[config.mk]
export PLATFORM = sky130hd
export DESIGN_NAME = p2p_down_arbiter
export DESIGN_NICKNAME = d
export VERILOG_FILES = /design/src/rtl/p2p_down_arbiter.sv
export SDC_FILE = /design/constraint.sdc
export NUM_CORES = 1
export LEC_CHECK = 0
export ABC_AREA = 1
export CORE_AREA = 8 8 371 373
export DETAILED_ROUTE_END_ITERATION = 6
export DIE_AREA = 0 0 379 381
export PLACE_DENSITY = 0.3
export RECOVER_POWER = 25
export SYNTH_ARGS = -nofsm -noshare
export SYNTH_HDL_FRONTEND = slang
export SYNTH_SLANG_ARGS = --single-unit
[constraint.sdc]
create_clock -name clk -period 4.35 [get_ports clk]
set_clock_uncertainty 0.1 [all_clocks]
set_input_delay 0.87 -clock clk [delete_from_list [all_inputs] [get_ports clk]]
set_output_delay 0.87 -clock clk [all_outputs]
set_load 0.1 [all_outputs]
[src/rtl/p2p_down_arbiter.sv]
`default_nettype none
// =============================================================================
// Module   : p2p_down_arbiter
// Brief    : Packet-granular round-robin arbiter for the p2p forward down
//            channel, with a per-packet beat-count vs head-length check.
// Revision : 1.0 - initial release
// =============================================================================
module p2p_down_arbiter #(
    parameter int NUM_SRC         = 2,
    parameter int C_DATA_WIDTH    = 256,
    parameter int DOWN_HEAD_WIDTH = 64
) (
    input  logic                               clk,
    input  logic                               rst_n,
    input  logic [NUM_SRC-1:0]                 iv_src_valid,
    input  logic [NUM_SRC-1:0]                 iv_src_last,
    input  logic [NUM_SRC*C_DATA_WIDTH-1:0]    iv_src_data,
    input  logic [NUM_SRC*DOWN_HEAD_WIDTH-1:0] iv_src_head,
    output logic [NUM_SRC-1:0]                 ov_src_ready,
    output logic                               p2p_rx_valid,
    output logic                               p2p_rx_last,
    output logic [C_DATA_WIDTH-1:0]            p2p_rx_data,
    output logic [DOWN_HEAD_WIDTH-1:0]         p2p_rx_head,
    input  logic                               p2p_rx_ready,
    output logic [NUM_SRC-1:0]                 ov_grant,
    output logic                               o_len_err,
    output logic [2:0]                         ov_err_src
);

    localparam int          BPB     = C_DATA_WIDTH / 8;
    localparam int          IDX_W   = (NUM_SRC > 1) ? $clog2(NUM_SRC) : 1;
    localparam logic [11:0] CNT_MAX = 12'hFFF;

    typedef enum logic [0:0] {
        S_IDLE = 1'b0,
        S_BUSY = 1'b1
    } state_t;

    state_t                     r_state;
    state_t                     w_state_nxt;
    logic [IDX_W-1:0]           r_idx;
    logic [IDX_W-1:0]           r_rr_ptr;
    logic [IDX_W-1:0]           w_pick_idx;
    logic                       w_pick_found;
    logic                       w_sel_valid;
    logic                       w_sel_last;
    logic [C_DATA_WIDTH-1:0]    w_sel_data;
    logic [DOWN_HEAD_WIDTH-1:0] w_sel_head;
    logic                       w_busy;
    logic                       w_accept;
    logic                       w_accept_last;
    logic                       r_first;
    logic [11:0]                r_beat_cnt;
    logic [11:0]                r_exp_beats;
    logic [11:0]                w_cur_cnt;
    logic [11:0]                w_cur_exp;
    logic [11:0]                w_head_beats;
    logic [16:0]                w_len_ceil;
    logic                       r_len_err;
    logic [2:0]                 r_err_src;

    // First requester strictly after the previous winner, wrapping around.
    always_comb begin
        w_pick_found = 1'b0;
        w_pick_idx   = '0;
        for (int k = 1; k <= NUM_SRC; k++) begin
            for (int i = 0; i < NUM_SRC; i++) begin
                if (!w_pick_found && iv_src_valid[i] &&
                    ((int'(r_rr_ptr) + k) % NUM_SRC) == i) begin
                    w_pick_found = 1'b1;
                    w_pick_idx   = IDX_W'(i);
                end
            end
        end
    end

    always_comb begin
        w_sel_valid = 1'b0;
        w_sel_last  = 1'b0;
        w_sel_data  = '0;
        w_sel_head  = '0;
        for (int i = 0; i < NUM_SRC; i++) begin
            if (r_idx == IDX_W'(i)) begin
                w_sel_valid = iv_src_valid[i];
                w_sel_last  = iv_src_last[i];
                w_sel_data  = iv_src_data[i*C_DATA_WIDTH +: C_DATA_WIDTH];
                w_sel_head  = iv_src_head[i*DOWN_HEAD_WIDTH +: DOWN_HEAD_WIDTH];
            end
        end
    end

    assign w_busy        = (r_state == S_BUSY);
    assign w_accept      = w_busy && w_sel_valid && p2p_rx_ready;
    assign w_accept_last = w_accept && w_sel_last;

    // Expected beats from the head; a zero length still occupies one beat.
    assign w_len_ceil   = ({1'b0, w_sel_head[15:0]} + 17'(BPB - 1)) / 17'(BPB);
    assign w_head_beats = (w_len_ceil == 17'd0)  ? 12'd1   :
                          (|w_len_ceil[16:12])   ? CNT_MAX : w_len_ceil[11:0];

    assign w_cur_exp = r_first ? w_head_beats : r_exp_beats;
    assign w_cur_cnt = r_first                 ? 12'd1   :
                       (r_beat_cnt == CNT_MAX) ? CNT_MAX : r_beat_cnt + 12'd1;

    always_comb begin
        w_state_nxt  = r_state;
        p2p_rx_valid = 1'b0;
        p2p_rx_last  = 1'b0;
        p2p_rx_data  = '0;
        p2p_rx_head  = '0;
        case (r_state)
            S_IDLE: begin
                if (w_pick_found) begin
                    w_state_nxt = S_BUSY;
                end
            end
            S_BUSY: begin
                p2p_rx_valid = w_sel_valid;
                p2p_rx_last  = w_sel_last;
                p2p_rx_data  = w_sel_data;
                p2p_rx_head  = w_sel_head;
                if (w_accept_last) begin
                    w_state_nxt = S_IDLE;
                end
            end
            default: w_state_nxt = S_IDLE;
        endcase
    end

    generate
        for (genvar gi = 0; gi < NUM_SRC; gi++) begin : g_src
            assign ov_grant[gi]     = w_busy && (r_idx == IDX_W'(gi));
            assign ov_src_ready[gi] = ov_grant[gi] && p2p_rx_ready;
        end
    endgenerate

    always_ff @(posedge clk or negedge rst_n) begin
        if (!rst_n) begin
            r_state <= S_IDLE;
        end else begin
            r_state <= w_state_nxt;
        end
    end

    always_ff @(posedge clk or negedge rst_n) begin
        if (!rst_n) begin
            r_idx       <= '0;
            r_rr_ptr    <= IDX_W'(NUM_SRC - 1);
            r_first     <= 1'b0;
            r_beat_cnt  <= '0;
            r_exp_beats <= '0;
            r_len_err   <= 1'b0;
            r_err_src   <= '0;
        end else begin
            r_len_err <= 1'b0;
            if (!w_busy && w_pick_found) begin
                r_idx   <= w_pick_idx;
                r_first <= 1'b1;
            end
            if (w_accept) begin
                r_first     <= 1'b0;
                r_beat_cnt  <= w_cur_cnt;
                r_exp_beats <= w_cur_exp;
                if (w_accept_last) begin
                    r_rr_ptr <= r_idx;
                    if (w_cur_cnt != w_cur_exp) begin
                        r_len_err <= 1'b1;
                        r_err_src <= 3'(r_idx);
                    end
                end
            end
        end
    end

    assign o_len_err  = r_len_err;
    assign ov_err_src = r_err_src;

endmodule
`default_nettype wire
==> qor.txt, run 1 <==
cts-stage hold buffer count - 0
global-route wire length before repair - 156 mm
Detailed Place HPWL - 123 mm
synth unique cells - 38
num rows - 134
Critical Path Start - r_idx
mapped cell area - 5410 um^2
Reg clk slew, reported paths - 0.05 ns
Num CTS Buffers - 5
GRT Util Overall - 17.1%
initial antenna violation count - 121
Die H - 381 um
count of pins over their slew limit - 31
number of global-route vias before repair - 11400
TritonCTS Sinks - 30
Die Wd - 379 um
crit-path max FO - 21
CTS tree - built
Nets - 2339
failing checks - max-capacitance violations, max-slew violations
Worst Hold Class - register to register
Root Buffer - clkbuf_16
final clock period utilization by the worst path - 93.3%
area grow syn2layout - 268%
CTS resizes - 0
vias - 11100
total core area - 132000 um^2
IO Count - 977
Tmin final - 4.06 ns
Fin. Hold Viols - 0
DRC Markers - 0
reg-to-reg slack, setup - 0.68 ns
largest net degree at the start of global routing - 70
worst hold margin - 0.378 ns
Fmax - 0.246 GHz
layout cells sized above 1 - 22.5%
port bufs - 974
post-synthesis sequential area ratio - 13.9%
die area - 144000 um^2
grt ovf - 0
clk buf depth - 2
Initial Util - 4.10%
Mean Syn Cell Area - 7.02 um^2
Vias/cell - 3.19
fillers - 15000
Synthesis Warnings - 0
R2R cell count - 17
max_slew headroom - -20.2%
worst slew pin tran - 1.80 ns
Setup Fix Bufs, Post-CTS - 0
Syn Inst Count - 771
antenna violation net count after detailed routing - 0
critical path data required time - 3.38 ns
CP endpoint kind - output port
drt wl/cell - 37.6 um
final setup fails - 0
status - complete, but fails checks
crit path to - p2p_rx_head[28]
Pre-antenna DRT Iters - 4
Setup CP Type - register to output port
Worst setup SP type - register
FF-to-FF End - ov_err_src[0]
dpl ws - 0.689 ns
Yosys reg bits - 30
Max Cap Violations - 1
GP Congestion - 0.957
Iter 0 DRT Violations - 619
final setup margin - 0.290 ns
most common cell after layout, fill and taps aside - clkdlybuf4s50_1
Worst R2R Start - r_idx
Hold Startpoint - r_exp_beats[9]
later-pin clock latency in the skew report - 0.28 ns
H-tree depth - 2
Worst EP arrival - 3.09 ns
Post-Route WL - 131 mm
unrepaired setup endpoints after global routing - no
most frequent cells in the layout - 644 x clkdlybuf4s50_1, 304 x a22o_1, 271 x buf_12
total negative setup slack - 0 ns
-- sequential cells by signal, summed over array words and instances (netlist names) --
| signal | count |
|---|---|
| ov_err_src | 1 |
| r_exp_beats | 12 |
| r_idx | 1 |
| r_state | 1 |
| o_len_err | 1 |
| r_beat_cnt | 12 |
| r_rr_ptr | 1 |
| r_first | 1 |
-- cell usage after synthesis --
library cell / count / area share (%)
o21ai_4: 1 / 0.30
xor2_1: 3 / 0.49
clkinv_1: 1 / 0.069
clkbuf_1: 64 / 4.4
o21ai_1: 4 / 0.37
conb_1: 1 / 0.069
o21bai_1: 1 / 0.14
dfrtp_1: 29 / 13
buf_2: 2 / 0.18
nand2_1: 139 / 9.6
a22o_1: 304 / 49
a41oi_1: 1 / 0.16
nand4_1: 9 / 1.0
o21bai_2: 1 / 0.21
o211ai_1: 1 / 0.14
nand3_1: 38 / 3.5
mux2_2: 2 / 0.42
inv_2: 4 / 0.28
buf_1: 11 / 0.76
nor3_2: 1 / 0.18
buf_4: 2 / 0.28
dfstp_2: 1 / 0.49
xnor2_1: 2 / 0.32
a21oi_1: 16 / 1.5
or2_2: 7 / 0.81
o22a_1: 1 / 0.16
inv_1: 41 / 2.8
nand3_2: 4 / 0.74
o21ai_2: 3 / 0.49
nor2_2: 7 / 0.81
buf_6: 4 / 0.83
ha_1: 1 / 0.23
nor3_1: 2 / 0.18
or2_1: 1 / 0.12
nand3b_1: 2 / 0.28
nand2_2: 5 / 0.58
o21ai_0: 24 / 2.2
nor2_1: 31 / 2.1
-- per-stage QoR --
step / instance area (um^2) / cells / util, %
3_3_place_gp: 19900 / 3452 / 15.0
4_1_cts: 20100 / 3460 / 15.2
5_1_grt: 19900 / 3460 / 15.0
3_5_place_dp: 19900 / 3452 / 15.0
6_report: 19900 / 3482 / 15.1
2_1_floorplan: 5420 / 772 / -
-- critical path, stage by stage (launching register included) --
cell and delay, ns:
dfrtp_1 0.67, nor2_4 0.67, clkbuf_1 0.67, a22o_1 0.27, buf_2 0.49
-- cell type report --
type	instances	area (um^2)	area share, %
Multi-Input combinational cell	613	4140	20.8
Clock buffer	6	139	0.697
Tap cell	1768	2210	11.1
Antenna cell	22	55.1	0.276
Sequential cell	30	752	3.77
Timing Repair Buffer	995	12400	62.2
Inverter	46	180	0.904
Clock inverter	2	60.1	0.301
-- metal layers --
metal | share of wire (%) | global-route usage, % | up-vias
met1 | 40 | 19.9 | 5429
met4 | 1.4 | 1.35 | 70
met3 | 11 | 8.32 | 185
li1 | - | - | 4803
met2 | 48 | 29.4 | 634
met5 | 0.34 | 0 | -
-- worst min-delay path by stage --
stage | cells after the start | to | slack, ns
2_1_floorplan | 2 | r_exp_beats[1] | 0.35
3_3_place_gp | 2 | r_exp_beats[1] | 0.37
3_5_place_dp | 2 | r_exp_beats[9] | 0.37
4_1_cts | 2 | r_exp_beats[9] | 0.38
5_1_grt | 2 | r_exp_beats[9] | 0.42
6_report | 2 | r_exp_beats[9] | 0.38
-- cell families (layout without fill, tap and decap cells) --
logic type | count (synthesis) | count (layout) | share of synthesized area [%]
AO/OA/AOI/OAI | 357 | 357 | 54.9
adder cells (fa/ha/maj) | 1 | 1 | 0.231
multiplexers | 2 | 2 | 0.416
buffers and inverters | 129 | 1049 | 9.69
flip-flops | 30 | 30 | 13.9
AND/OR/NAND/NOR | 246 | 246 | 20.0
XOR/XNOR | 5 | 5 | 0.809
other | 1 | 24 | 0.0693
Power of run 1 is left out: the tool's default activity adds up to more than one toggle a clock period on the data nets, which glitch-free logic cannot reach.
==> run 2: changes to the inputs <==
Settings changed: SKIP_CTS_REPAIR_TIMING set to 1.
==> results of run 2 <==
The final DEF is identical to that of run 1; final timing and power are the same.
Power of run 2 is left out for the same reason.
